--- config.mk ---
export PLATFORM = sky130hd
export DESIGN_NAME = crypto1_keystream
export DESIGN_NICKNAME = d
export VERILOG_FILES = /design/src/rtl/crypto1_pkg.sv /design/src/rtl/crypto1_filter.sv /design/src/rtl/crypto1_keystream.sv
export SDC_FILE = /design/constraint.sdc
export NUM_CORES = 1
export LEC_CHECK = 0
export ABC_AREA = 1
export CAP_MARGIN = 30
export CELL_PAD_IN_SITES_DETAIL_PLACEMENT = 1
export CELL_PAD_IN_SITES_GLOBAL_PLACEMENT = 2
export CORE_MARGIN = 1
export CORE_UTILIZATION = 25
export DETAILED_ROUTE_END_ITERATION = 8
export GPL_ROUTABILITY_DRIVEN = 0
export PLACE_DENSITY = 0.8
export SETUP_SLACK_MARGIN = 0.02
export SLEW_MARGIN = 20
export SYNTH_ARGS = -nofsm -noshare
export SYNTH_HDL_FRONTEND = slang
export SYNTH_SLANG_ARGS = --single-unit
--- constraint.sdc ---
create_clock -name CLK -period 2.3 [get_ports CLK]
set_input_delay 0.345 -clock CLK [delete_from_list [all_inputs] [get_ports CLK]]
set_output_delay 0.345 -clock CLK [all_outputs]
set_load 0.005 [all_outputs]
--- src/rtl/crypto1_pkg.sv ---
// Shared Crypto-1 constants: filter lookup tables, LFSR feedback taps and FSM state type.
package crypto1_pkg;

  localparam logic [15:0] FA_LUT = 16'h9E98;
  localparam logic [15:0] FB_LUT = 16'hB48E;
  localparam logic [31:0] FC_LUT = 32'hEC57E80A;

  // Taps 0,5,9,10,12,14,15,17,19,24,25,27,29,35,39,41,42,43
  localparam logic [47:0] LFSR_TAPS = 48'h0E88_2B0A_D621;

  typedef enum logic [0:0] {
    StIdle,
    StRun
  } fsm_e;

endpackage

--- src/rtl/crypto1_filter.sv ---
// Combinational Crypto-1 nonlinear filter: 48-bit LFSR state to one keystream bit.
module crypto1_filter
  import crypto1_pkg::*;
(
  input  logic [47:0] state_i,
  output logic        bit_o
);

  logic [3:0] n0, n1, n2, n3, n4;
  logic [4:0] fc_idx;

  // Odd-indexed bits only; the first-listed bit of each nibble is its MSB
  assign n0 = {state_i[15], state_i[13], state_i[11], state_i[9]};
  assign n1 = {state_i[23], state_i[21], state_i[19], state_i[17]};
  assign n2 = {state_i[31], state_i[29], state_i[27], state_i[25]};
  assign n3 = {state_i[39], state_i[37], state_i[35], state_i[33]};
  assign n4 = {state_i[47], state_i[45], state_i[43], state_i[41]};

  assign fc_idx = {FB_LUT[n4], FA_LUT[n3], FB_LUT[n2], FB_LUT[n1], FA_LUT[n0]};
  assign bit_o  = FC_LUT[fc_idx];

endmodule

--- src/rtl/crypto1_keystream.sv ---
// Forward Crypto-1 keystream generator with valid/ready output stream.
// Optional nonce feed-in ports FEED_BIT/FEED_ENC are enabled by CRYPTO1_FEEDIN_EN.
module crypto1_keystream
  import crypto1_pkg::*;
#(
  parameter int unsigned CNT_W = 16
) (
  input  logic             CLK,
  input  logic             RESET,
  input  logic             LOAD,
  input  logic [47:0]      STATE_IN,
  input  logic [CNT_W-1:0] COUNT,
  output logic             KS_BIT,
  output logic             KS_VALID,
  input  logic             KS_READY,
  output logic             BUSY,
  output logic             DONE,
`ifdef CRYPTO1_FEEDIN_EN
  input  logic             FEED_BIT,
  input  logic             FEED_ENC,
`endif
  output logic [47:0]      STATE_OUT
);

  fsm_e             fsm_q;
  logic [47:0]      state_q;
  logic [47:0]      shift_d;
  logic [CNT_W-1:0] ctr_q;
  logic             valid_q;
  logic             busy_q;
  logic             done_q;
  logic             ks_bit;
  logic             fb;
  logic             fb_in;

  crypto1_filter u_filter (
    .state_i (state_q),
    .bit_o   (ks_bit)
  );

  assign fb = ^(state_q & LFSR_TAPS);

`ifdef CRYPTO1_FEEDIN_EN
  assign fb_in = fb ^ FEED_BIT ^ (FEED_ENC & ks_bit);
`else
  assign fb_in = fb;
`endif

  assign shift_d = {fb_in, state_q[47:1]};

  // LOAD has priority over a same-cycle handshake: the offered bit is dropped
  always_ff @(posedge CLK) begin
    if (RESET) begin
      fsm_q   <= StIdle;
      state_q <= '0;
      ctr_q   <= '0;
      valid_q <= 1'b0;
      busy_q  <= 1'b0;
      done_q  <= 1'b0;
    end else begin
      done_q <= 1'b0;
      if (LOAD) begin
        state_q <= STATE_IN;
        ctr_q   <= COUNT;
        if (COUNT != '0) begin
          fsm_q   <= StRun;
          valid_q <= 1'b1;
          busy_q  <= 1'b1;
        end else begin
          fsm_q   <= StIdle;
          valid_q <= 1'b0;
          busy_q  <= 1'b0;
          done_q  <= 1'b1;
        end
      end else begin
        unique case (fsm_q)
          StIdle: ;
          StRun: begin
            if (KS_READY) begin
              state_q <= shift_d;
              ctr_q   <= ctr_q - CNT_W'(1);
              if (ctr_q == CNT_W'(1)) begin
                fsm_q   <= StIdle;
                valid_q <= 1'b0;
                busy_q  <= 1'b0;
                done_q  <= 1'b1;
              end
            end
          end
          default: fsm_q <= StIdle;
        endcase
      end
    end
  end

  assign KS_BIT    = ks_bit;
  assign KS_VALID  = valid_q;
  assign BUSY      = busy_q;
  assign DONE      = done_q;
  assign STATE_OUT = state_q;

endmodule

Yosys cells after proc, flatten, opt, wreduce, memory -nomap -nowiden. Memory sizes are Yosys's and may differ from the RTL's. A register that Yosys moved wholly into a read port is not among the register bits. Cells that the tools add are included.

Logic and storage cells: 62. ROM bits: 112. Memories: 6. Register bits after elaboration: 67. Input port bits: 68. Output and inout port bits: 52.

Memories: (no name shown) (words 32, bits a word 1, rd ports 1, clocked after Yosys merged registers in 0, wr ports 0, RTL line crypto1_filter.sv:20) `assign bit_o = FC_LUT[fc_idx];`; (no name shown) (words 16, bits a word 1, rd ports 1, clocked after Yosys merged registers in 1, wr ports 0, RTL line crypto1_filter.sv:19) `assign fc_idx = {FB_LUT[n4], FA_LUT[n3], FB_LUT[n2], FB_LUT[n1], FA_LUT[n0]};`; (no name shown) (words 16, bits a word 1, rd ports 1, clocked after Yosys merged registers in 1, wr ports 0, RTL line crypto1_filter.sv:19); (no name shown) (words 16, bits a word 1, rd ports 1, clocked after Yosys merged registers in 1, wr ports 0, RTL line crypto1_filter.sv:19); (no name shown) (words 16, bits a word 1, rd ports 1, clocked after Yosys merged registers in 1, wr ports 0, RTL line crypto1_filter.sv:19); (no name shown) (words 16, bits a word 1, rd ports 1, clocked after Yosys merged registers in 1, wr ports 0, RTL line crypto1_filter.sv:19).

Add/sub/neg operators: 1. Mux-type cells: 36. Equal/unequal tests: 1. Magnitude comparators: 6. Reduce and logical (&&, ||, !) cells: 7.

Operators by type and width (number): 48-bit 2-to-1 mux (3); 16-bit 2-to-1 mux (3); 48-bit parity (1); 4-bit 2-to-1 mux (10); 4-bit by 5-bit < comparator with 1-bit output (second input constant) (5); 1-bit 2-to-1 mux (20); 16-bit by 1-bit == test with 1-bit output (second input constant) (1); 16-bit nonzero test (1); 16-bit by 1-bit subtractor with 16-bit output (second input constant) (1); 5-bit by 6-bit < comparator with 1-bit output (second input constant) (1); 2-bit nonzero test (3); 3-bit AND reduction (1); 2-bit AND reduction (1).

Depth between registers and ports, before layout.
Depth in word-level cells: 6. Gate-level depth with buffers: 17. Depth with buffers taken out: 16.

By module. Synthesis repeated with hierarchy kept, for this count alone.

Cell total of the unflattened synthesis: 601. Area, all modules: 3938.8 um2.

Modules (own cells, without submodules): crypto1_keystream (cells each 532, times used 1, area an instance 3580.9 um2, sequential area each 1341.3 um2); crypto1_filter (cells each 69, times used 1, area an instance 357.8 um2, sequential area each 0.0 um2).

Worst setup path before layout. Ideal clock, no wire load.

Path kind: in2reg. Start: input RESET. End: register u_filter.fc_idx[0] (netlist name). Data arrival time: 1.692 ns. Data required time: 2.221 ns. Library setup time: 0.079 ns. Path buffers: 2. Cell stages on the path: 7. Slack: 0.529 ns. Path through: buf_2 -> clkbuf_1 -> a2111oi_2 -> inv_1 -> ha_1 -> or2_0 -> a22oi_1.

RTL lines: start: declaration (RTL line crypto1_keystream.sv:9) `input logic RESET,`.

==> results.sh <==
export IMPL_dieArea_sq_mm=0.0162
export IMPL_antenna_found_initial=0
export IMPL_critPathMaxFanout=2
export IMPL_path_clk_slew_ns=0.05
export IMPL_fmaxAchievable_mhz=458
export IMPL_port_buffers=119
export IMPL_antenna_cells=0
export IMPL_drt_first_pass_iters=4
export IMPL_p_per_area_mw_per_mm2=636
export IMPL_synthArstFlopShare_pct=0
export IMPL_drv_slew=0
export IMPL_drive_above_1_share_pct=8.63
export IMPL_worstPathRequired_ns=1.96
export IMPL_die_x_microns=127
export IMPL_min_delay_path_depth=3
export IMPL_drc=0
export IMPL_start_util_pct=25.8
export IMPL_cts_made_buffers=9
export IMPL_netlist_area_sq_mm=0.00393
export IMPL_clkLatencyLatePin_ns=0.35
export IMPL_critical_path_class="flop to output port"
export IMPL_drt_total_wl_microns=14500
export IMPL_reg2reg_from="fsm_q"
export IMPL_antenna_left=0
export IMPL_ys_top_cells_by_area="dfxtp_1, nand2_1, inv_1"
export IMPL_met1_length_microns=6580
export IMPL_rrSetupSlack_ns=0.50
export IMPL_post_synth_top_count_cell="nand2_1"
export IMPL_fp_dieH_microns=127
export IMPL_finalCriticalPeriod_ns=2.18
export IMPL_min_from="LOAD"
export IMPL_cts_hold_buf=0
export IMPL_postSynthCellCount=553
export IMPL_fin_total_pwr_mw=3.58
export IMPL_layout_setup_ws_ns=0.117
export IMPL_rsz0062_at_grt="no"
export IMPL_yosys_area_top_type="dfxtp_1"
export IMPL_min_path_type="primary input to flop"
export IMPL_cts_buffer_depth=2
export IMPL_multiInputGateArea_sq_mm=0.00213
export IMPL_synth_nets=627
export IMPL_drt_iter0_markers=214
export IMPL_hold_end="STATE_OUT[14]"
export IMPL_grt_util_all_layers_pct=18.9
export IMPL_cts_sinks=72
export IMPL_htreeDepth=3
export IMPL_setup_viol=0
export IMPL_vias=4252
export IMPL_fill_cells=1859
export IMPL_grt_overflow=0
export IMPL_synth_top_area_share_pct=36.6
export IMPL_dp_slack_ns=0.00378
export IMPL_yosys_top_cells_count="nand2_1, dfxtp_1, inv_1"
export IMPL_synth_flop_cell="dfxtp_1"
export IMPL_via_per_inst=4.82
export IMPL_drv_cap=0
export IMPL_slew_headroom_pct=64.0
export IMPL_worst_slew_pin_slew_ns=0.540
export IMPL_cts_tree="yes"
export IMPL_grt_max_degree=28
export IMPL_timing_setup_tns_ns=0
export IMPL_vdd_drop_max_mv=0.362
export IMPL_postCtsSetupRepairBufs=0
export IMPL_register_area_sq_mm=0.00144
export IMPL_period_share_pct=94.9
export IMPL_cp_end_kind="output port"
export IMPL_met2_length_microns=7110
export IMPL_seq_area_frac_synth_pct=36.6
export IMPL_hold_viol=0
export IMPL_fin_worst_skew_ns=0.00620
export IMPL_worst_ep_arrival_time_ns=1.84
export IMPL_grt_pass1_wl_microns=23600
export IMPL_rows=45
export IMPL_final_nets=743
export IMPL_crit_path_start="u_filter.fc_idx[2]"
export IMPL_ys_ff_latch=72
export IMPL_top_layer="met4"
export IMPL_worst_r2r_endpoint="u_filter.fc_idx[0]"
export IMPL_core_region_area_sq_mm=0.0153
export IMPL_ys_warn_count=0
export IMPL_area_growth_pct=43.0
export IMPL_cts_resized=0
export IMPL_dpl_hpwl_microns=10900
export IMPL_outcome="complete, no violations"
export IMPL_cts_root_buf="clkbuf_16"
export IMPL_wl_per_cell_microns=16.5
export IMPL_synthDistinctLibCells=50
export IMPL_synth_edf_count=0
export IMPL_met3WireLength_microns=604
export IMPL_grt_pass1_vias=4511
export IMPL_ios=120
export IMPL_worstRegToRegCells=8
export IMPL_leakage_nw=2.26
export IMPL_startpoint_type="flop"
export IMPL_synth_area_per_cell_sq_um=7.11
-- placed cells by master, fill, tap and decap left out, drive strengths merged, types with 15 or more instances in the layout --
cell / instances
nor2: 46
buf: 17
dfxtp: 72
a22oi: 18
nand2: 173
o21ai: 15
a21oi: 34
a31oi: 24
inv: 55
nand3: 22
clkdlybuf4s50: 117
-- routing by layer --
layer  track usage (%)  vias up
li1                  -     2078
met1              23.2     2065
met2              32.7       92
met3              3.52       17
met4              6.93        0
met5                 0        -
-- stage by stage --
stage,area [sq um],utilization (%),hold WS [ns],cells
after floorplan,3930,-,0.458,553
after global placement,5350,35.1,0.471,869
after detailed placement,5350,35.1,0.476,869
after CTS,5630,36.9,0.450,883
after global routing,5630,36.9,0.473,883
final,5630,36.9,0.463,883
-- final cells by class --
cell class / count / area share, %
tap: 211 / 4.69
inverter: 55 / 3.80
clock buffer: 14 / 4.87
timing repair buffer: 134 / 23.2
sequential: 72 / 25.6
multi-input combinational: 397 / 37.8
-- cell families after synthesis --
| group | Yosys count | share of synthesized area (%) |
|---|---|---|
| flip-flops | 72 | 36.6 |
| AND/OR/NAND/NOR | 259 | 28.3 |
| AO/OA/AOI/OAI | 118 | 20.6 |
| adder cells (fa/ha/maj) | 7 | 2.19 |
| XOR/XNOR | 13 | 2.89 |
| buffers and inverters | 84 | 9.32 |
-- where the power goes --
part | internal [mW] | leakage (nW) | switching [mW]
sequential | 1.34 | 0.596 | 0.107
clock | 0.808 | 0.135 | 0.529
combinational | 0.392 | 1.52 | 0.408
-- flip-flops by register name (all words and copies together), names as in the netlist --
register / cells
DONE: 1
ctr_q: 16
BUSY: 1
STATE_OUT: 48
fsm_q: 1
u_filter.fc_idx: 5
-- critical path: stages (launching register included) --
cell and delay, ns:
dfxtp_1 0.38, inv_1 0.08, o32ai_1 0.31, o21a_1 0.21, clkdlybuf4s50_1 0.51
-- worst max-delay path by stage --
stage | endpoint | slack, ns | cells after the start
final | KS_BIT | 0.12 | 4
after detailed placement | u_filter.fc_idx[3] | 0.004 | 8
after global routing | KS_BIT | 0.07 | 4
after CTS | KS_BIT | 0.12 | 4
after global placement | u_filter.fc_idx[0] | 0.11 | 9
after floorplan | u_filter.fc_idx[0] | 0.53 | 7
Note: power is estimated with default switching activity, not from simulation.
